## config.mk

```make
export PLATFORM = sky130hd
export DESIGN_NAME = mac_dot_ctrl
export DESIGN_NICKNAME = d
export VERILOG_FILES = /design/src/rtl/mac_dot_ctrl.sv
export SDC_FILE = /design/constraint.sdc
export NUM_CORES = 1
export LEC_CHECK = 0
export CORE_UTILIZATION = 38
export CTS_BUF_LIST = sky130_fd_sc_hd__clkbuf_8 sky130_fd_sc_hd__clkbuf_16
export DETAILED_ROUTE_END_ITERATION = 8
export PLACE_DENSITY = 0.86
export SLEW_MARGIN = 20
export SYNTH_ARGS = -nofsm -noshare
export SYNTH_HDL_FRONTEND = slang
export SYNTH_SLANG_ARGS = --single-unit
```

## constraint.sdc

```tcl
create_clock -name clk -period 1.96 [get_ports clk]
set_input_delay 0.294 -clock clk [delete_from_list [all_inputs] [get_ports clk]]
set_output_delay 0.294 -clock clk [all_outputs]
set_load 0.05 [all_outputs]
```

## src/rtl/mac_dot_ctrl.sv

```systemverilog
// mac_dot_ctrl -- sequencer for length-N dot-product jobs on the shared
// 8x8 MAC datapath (m = (x1*x2)>>6, y accumulates m, wraps at 2^YW).
//
// Optional feature macro: MAC_DOT_CTRL_OVF_EN
//   defined   : sticky accumulator-wrap flag on ovf (prev_y tracker)
//   undefined : ovf tied low, no prev_y register
//
// Ports:
//   clk, reset         clock (posedge) and synchronous active-high reset
//   start, len         job request (sampled in IDLE) and number of pairs
//   busy               high whenever a job is in progress (state != IDLE)
//   in_valid, in_ready operand-pair handshake
//   in_a, in_b         operand pair
//   mac_x1, mac_x2     registered operands to the MAC (0 when no handshake)
//   mac_clr            MAC reset: reset OR CLEAR state (combinational)
//   mac_y              MAC accumulator output
//   done, result       one-cycle completion pulse and held job result
//   count              pairs accepted in the current job
//   ovf                sticky wrap flag, valid alongside done
module mac_dot_ctrl #(
  parameter int DW         = 8,
  parameter int YW         = 10,
  parameter int LEN_W      = 5,
  parameter int CLR_CYCLES = 1
) (
  input  logic             clk,
  input  logic             reset,
  input  logic             start,
  input  logic [LEN_W-1:0] len,
  output logic             busy,
  input  logic             in_valid,
  output logic             in_ready,
  input  logic [DW-1:0]    in_a,
  input  logic [DW-1:0]    in_b,
  output logic [DW-1:0]    mac_x1,
  output logic [DW-1:0]    mac_x2,
  output logic             mac_clr,
  input  logic [YW-1:0]    mac_y,
  output logic             done,
  output logic [YW-1:0]    result,
  output logic [LEN_W-1:0] count,
  output logic             ovf
);

  localparam logic [2:0] S_IDLE  = 3'd0;
  localparam logic [2:0] S_CLEAR = 3'd1;
  localparam logic [2:0] S_RUN   = 3'd2;
  localparam logic [2:0] S_DRAIN = 3'd3;
  localparam logic [2:0] S_DONE  = 3'd4;

  localparam int              CW       = (CLR_CYCLES > 1) ? $clog2(CLR_CYCLES) : 1;
  localparam logic [CW-1:0]   CLR_LAST = CW'(CLR_CYCLES - 1);
  localparam logic [CW-1:0]   CLR_ONE  = CW'(1);
  localparam logic [LEN_W-1:0] LEN_ONE = LEN_W'(1);

  logic [2:0]       state;
  logic [LEN_W-1:0] len_q;
  logic [CW-1:0]    clr_cnt;
  logic             drain_cnt;
  logic             hs;
  logic             last_hs;
  logic             accept;

  assign busy     = (state != S_IDLE);
  assign in_ready = (state == S_RUN) && (count < len_q);
  assign hs       = in_valid & in_ready;
  // count < len_q holds in RUN, so count + 1 cannot overflow here
  assign last_hs  = hs && ((count + LEN_ONE) == len_q);
  assign accept   = (state == S_IDLE) && start;
  assign mac_clr  = reset | (state == S_CLEAR);

  // job length is a data latch: no reset needed, only read after CLEAR
  always_ff @(posedge clk) begin
    if (accept) len_q <= len;
  end

  always_ff @(posedge clk) begin
    if (reset) begin
      state     <= S_IDLE;
      count     <= '0;
      done      <= 1'b0;
      result    <= '0;
      mac_x1    <= '0;
      mac_x2    <= '0;
      clr_cnt   <= '0;
      drain_cnt <= 1'b0;
    end else begin
      done <= 1'b0;
      // zero operands add nothing to y, so idle cycles are harmless bubbles
      mac_x1 <= hs ? in_a : '0;
      mac_x2 <= hs ? in_b : '0;
      case (state)
        S_IDLE: begin
          if (start) begin
            count   <= '0;
            clr_cnt <= '0;
            state   <= S_CLEAR;
          end
        end
        S_CLEAR: begin
          if (clr_cnt == CLR_LAST) begin
            drain_cnt <= 1'b0;
            state     <= (len_q == '0) ? S_DRAIN : S_RUN;
          end else begin
            clr_cnt <= clr_cnt + CLR_ONE;
          end
        end
        S_RUN: begin
          if (hs) begin
            count <= count + LEN_ONE;
            if (last_hs) begin
              drain_cnt <= 1'b0;
              state     <= S_DRAIN;
            end
          end
        end
        S_DRAIN: begin
          // two cycles: one for the MAC to take the last pair, one for y
          if (drain_cnt) begin
            result <= mac_y;
            done   <= 1'b1;
            state  <= S_DONE;
          end else begin
            drain_cnt <= 1'b1;
          end
        end
        S_DONE:  state <= S_IDLE;
        default: state <= S_IDLE;
      endcase
    end
  end

`ifdef MAC_DOT_CTRL_OVF_EN
  logic [YW-1:0] prev_y;
  logic          track;

  assign track = (state == S_RUN) || (state == S_DRAIN);

  // y starts from 0 after CLEAR; each step adds m < 2^YW, so any drop is a wrap
  always_ff @(posedge clk) begin
    if (state == S_CLEAR) prev_y <= '0;
    else if (track)       prev_y <= mac_y;
  end

  always_ff @(posedge clk) begin
    if (reset)                        ovf <= 1'b0;
    else if (accept)                  ovf <= 1'b0;
    else if (track && mac_y < prev_y) ovf <= 1'b1;
  end
`else
  assign ovf = 1'b0;
`endif

endmodule
```

## After elaboration in Yosys (flattened, before gate mapping)

Index checks and enable logic that the tools add are counted.

| storage, ports and cells | value |
|---|---|
| flip-flop bits (word level) | 42 |
| latch bits | 0 |
| RAM bits | 0 |
| bits in read-only memories | 0 |
| input port bits | 35 |
| memories | 0 |

| cells by class | value |
|---|---|
| add/sub/neg operators | 2 |
| multipliers | 0 |
| divide/modulo/power cells | 0 |
| magnitude comparators | 1 |
| eq/ne operators | 9 |
| shift operators | 0 |
| mux-type cells | 18 |
| bitwise gates (word level) | 4 |
| reductions and logical operators | 16 |

Operator list:

| cell | number |
|---|---|
| $mux W3 | 5 |
| $pmux W3 S4 | 1 |
| $mux W5 | 2 |
| $ne A2 B2 Y1 const B | 5 |
| $pmux W5 S2 | 1 |
| $mux W1 | 7 |
| $eq A3 B2 Y1 const B | 2 |
| $reduce_bool A3 Y1 | 2 |
| $add A5 B1 Y5 const B | 1 |
| $eq A5 B5 Y1 | 1 |
| $logic_not A5 Y1 | 1 |
| $lt A5 B5 Y1 | 1 |
| $reduce_and A5 Y1 | 1 |
| $reduce_and A2 Y1 | 2 |
| $reduce_and A4 Y1 | 1 |
| $reduce_bool A2 Y1 | 2 |
| $reduce_or A2 Y1 | 2 |
| $eq A3 B1 Y1 const B | 1 |
| $logic_and A1 B1 Y1 | 3 |
| $logic_not A3 Y1 | 1 |
| $pmux W1 S3 | 1 |
| $reduce_and A3 Y1 | 1 |
| $not A1 Y1 | 2 |
| $pmux W1 S2 | 1 |
| other kinds (3) | 3 |

## Logic depth before layout (Yosys ltp)

| logic depth | value |
|---|---|
| depth after elaboration | 7 |
| gate-level depth with buffers | 8 |
| depth with buffers taken out | 7 |

## Worst setup path before layout

OpenSTA, ideal clock, no wires.

| path | value |
|---|---|
| path kind | register -> register |
| start | reg count[3] |
| end | reg count[3] |
| library setup time | 0.074 ns |
| arrival | 2.249 ns |
| data required time | 1.886 ns |
| setup slack | -0.363 ns |
| cell stages (with the launch flop) | 8 |
| path buffers | 1 |
| clock period less this slack | 2.323 ns |
| cell sequence | dfxtp_1 -> ha_1 -> a21o_1 -> a21oi_1 -> o2111ai_2 -> buf_6 -> or3_1 -> a31oi_1 |

| between the ends | value |
|---|---|
| cells in the longest elaborated chain, start to end | 5 |

Ends and longest elaborated chain:

| item | RTL line | text |
|---|---|---|
| start, declared | 41 | `output logic [LEN_W-1:0] count,` |
| start signal, assigned | 110 | `count <= count + LEN_ONE;` |
| $lt A5 B5 Y1 | 65 | `assign in_ready = (state == S_RUN) && (count < len_q);` |
| $logic_and A1 B1 Y1 | 65 |  |
| $and A1 B1 Y1 | 66 | `assign hs = in_valid & in_ready;` |
| $ne A2 B2 Y1 (no line) | n/a |  |
| $reduce_and A3 Y1 (no line) | n/a |  |

Parallel ways exist; a longest one is shown, timed or not. The select of a mux whose other input is x is not followed.
A chain may end at the register's enable or synchronous reset.

## Worst setup path in the final report

| path | value |
|---|---|
| start | reg len_q[3] |
| end | out in_ready |

| between the ends | value |
|---|---|
| cells in the longest elaborated chain, start to end | 2 |

Ends and longest elaborated chain:

| item | RTL line | text |
|---|---|---|
| start, declared | 57 | `logic [LEN_W-1:0] len_q;` |
| start signal, assigned | 74 | `if (accept) len_q <= len;` |
| $lt A5 B5 Y1 | 65 |  |
| $logic_and A1 B1 Y1 | 65 |  |
| end, declared | 32 | `output logic in_ready,` |

Every way passes these cells.

==> impl_metrics.csv <==
group,metric,value,unit
die,row_count,23,
clock_network,cts_hold_buffers,0,
timing,holdWs,0.4573,ns
timing,rsz0062_at_grt,"true",
die,core,4086,um^2
logic_synthesis,synth_seq_cells,41,
route,vias_per_cell,4.983,
die,start_util,40.63,%
timing,max_clock_freq,0.5108,GHz
route,first_iter_violations,63,
pwr,power_density,751.1,nW/um^2
global_route,grt_pass1_vias,1461,
placed_design,dp.cells,292,
critical_path,cp_top_family,"compound AO/OA/AOI/OAI gates",
layout,area_growth,58.78,%
clock_network,cts_buffers,5,
timing,slew_violations,0,
layout,layout_common_cells,"66 x clkdlybuf4s50_1, 30 x dfxtp_1, 24 x nand2_1, 17 x and2_1, 11 x a21oi_1",
worst_hold_path,min_path_type,"reg2reg",
timing,max_slew_margin,57.99,%
timing,clock_skew,0.006498,ns
critical_path,startpoint_type,"flip-flop",
global_route,grt_max_degree,17,
critical_path,cp_max_fo,2,
layout,fin_nets,293,
placed_design,place_hpwl,2898,um
critical_path,slowest_delay,0.40,ns
critical_path,cp_cell_sequence,"inv_2 -> ha_4 -> a21o_1 -> a21oi_2 -> o211a_1 -> buf_12",
clock_network,clk_latency,0.29,ns
route,drt_pass1_iterations,4,
die,fp.dieH,68.10,um
critical_path,end_kind,"output port",
critical_path,cp_slowest_cell,"edfxtp_1",
layout,stdcell_count,303,
logic_synthesis,postSynthCellCount,174,
global_route,antenna_found_initial,0,
clock_network,cts.sinks,41,
global_route,grt_pass1_wl,6237,um
global_route,grt_overflow,0,
critical_path,path_buf_inv,2,
timing,setup_viol,0,
outcome,status,"completed",
die,io_pins,71,
route,drc,0,
die,die_w,68.10,um
clock_network,cts.path.max_buffers,2,
timing,worst_slack,0.002424,ns
logic_synthesis,synth_warnings,0,
logic_synthesis,syn_area_per_cell,9.542,um^2
logic_synthesis,syn_nets,215,
route,routed_wl,3983,um
pwr,vdd_drop_max,0.5290,mV
layout,drive_gt1_share,15.81,%
clock_network,cts-root-buf,"clkbuf_8",
placed_design,gp_congestion,0.8754,
placed_design,port_buffers,69,
critical_path,worst-setup-path-type,"reg2out",
layout,nFillCells,335,
timing,period_share,99.88,%
timing,tightest_slew,0.6278,ns
pwr,p_leak,1.019,nW
placed_design,pre_cts_ws,-0.004786,ns
clock_network,cts_tree,"built",
clock_network,cts_max_level,2,
global_route,grt_util_all_layers,18.09,%
die,die_area,4638,um^2
critical_path,crit_arrival,1.66,ns
layout,num_antenna_cells,0,
timing,hold_viol,0,
logic_synthesis,syn_area,1660,um^2
layout,final_common_cell,"clkdlybuf4s50_1",
logic_synthesis,synth-seq-area-share,52.45,%
logic_synthesis,synth_cell_types,37,
route,wl_per_cell,13.15,um
job,drv_cap,0,
critical_path,worstPathRequired,1.67,ns
route,vias,1510,
clock_network,clkTransAtPathRegs,0.08,ns
timing,period_minus_slack,1.958,ns
route,antenna_left,0,
pwr,total_power,1.980,mW
-- state kept, by name, indices dropped and copies added (netlist names) --
register   cells
state          3
count          5
mac_x2         8
done           1
result        10
len_q          5
mac_x1         8
drain_cnt      1
-- final timing paths --
check	from	endpoint	slack, ns	cells after the start
setup / recovery	len_q[3]	in_ready	0.002	6
hold / removal	result[8]	result[8]	0.46	2
hold reg to reg	result[8]	result[8]	0.46	2
setup reg to reg	len_q[3]	count[4]	0.04	8
-- stage by stage --
step                utilization, %  cell area, um^2   TNS [ns]
detailed placement           59.95             2450  -0.004786
global route                 64.51             2636    -0.5752
global placement             59.95             2450          0
finish                       64.51             2636          0
floorplan                        -             1673          0
CTS                          63.04             2576          0
-- tightest hold or removal path, cell delays in order, from the launching register on --
cell and delay (ns):
dfxtp_1 0.31, nand2_1 0.05, a21oi_1 0.05
-- routing by layer --
layer | part of all wire, % | GRT usage (%) | wire length (um)
met1 | 39 | 20.14 | 1558
met2 | 52 | 30.76 | 2075
met3 | 7.2 | 6.667 | 286
met4 | 1.6 | 7.552 | 62
met5 | 0 | 0 | 0
-- cell usage after synthesis --
cell / instances / area, um^2
a2111oi_0: 1 / 8.760
a211oi_1: 1 / 7.510
a21o_1: 1 / 7.510
a21oi_1: 13 / 65.06
a31oi_1: 4 / 25.02
a41o_1: 2 / 20.02
and2_1: 17 / 106.4
buf_2: 1 / 5.000
buf_4: 1 / 7.510
buf_6: 2 / 22.52
clkbuf_1: 5 / 18.77
conb_1: 1 / 3.750
dfxtp_1: 36 / 720.7
edfxtp_1: 5 / 150.1
ha_1: 6 / 75.07
inv_1: 9 / 33.78
inv_4: 1 / 6.260
nand2_1: 24 / 90.09
nand2b_1: 3 / 18.77
nand3_1: 10 / 50.05
nand3b_1: 1 / 7.510
nor2_1: 6 / 22.52
nor2b_1: 1 / 6.260
nor3_1: 4 / 20.02
nor3_4: 1 / 16.27
o2111ai_2: 1 / 15.01
o211a_1: 1 / 10.01
o211ai_1: 2 / 15.01
o21ai_0: 2 / 10.01
o21ai_1: 1 / 5.000
o41a_2: 1 / 12.51
or3_1: 3 / 18.77
or3_2: 1 / 7.510
or3b_1: 1 / 8.760
or4_1: 1 / 7.510
xnor2_1: 2 / 17.52
xor2_1: 2 / 17.52
-- final cells by class --
cell class | instances | area, um^2 | share of cell area, %
clock buffer | 5 | 68.82 | 2.610
timing repair buffer | 80 | 798.3 | 30.28
tap | 50 | 62.56 | 2.373
clock inverter | 3 | 45.04 | 1.709
multi-input combinational | 114 | 740.7 | 28.10
inverter | 10 | 40.04 | 1.519
sequential | 41 | 880.8 | 33.41
-- kinds of logic (layout without fill, tap and decap cells) --
kind of cell	Yosys count	count (layout)	share of synthesized area [%]
AND/OR/NAND/NOR	73	73	22.91
flip-flops	41	41	52.45
AO/OA/AOI/OAI	30	30	12.13
buffers and inverters	19	98	5.652
adder cells (fa/ha/maj)	6	6	4.521
XOR/XNOR	4	4	2.110
other	1	1	0.2259
-- power by group --
group	internal (mW)	switching, mW	total (mW)	leakage (nW)
Clock	0.382	0.298	0.680	0.0587
Combinational	0.178	0.202	0.380	0.619
Sequential	0.885	0.0351	0.920	0.342
Total	1.45	0.535	1.98	1.02
-- repair_timing --
action / in CTS / in global routing
hold endpoints to repair: 0 / 0
gates resized for setup: 1 / 10
pin swaps: 3 / 7
endpoints found under the setup margin: 3 / 6
setup buffers: 0 / 3
(Power assumes the default switching activity.)
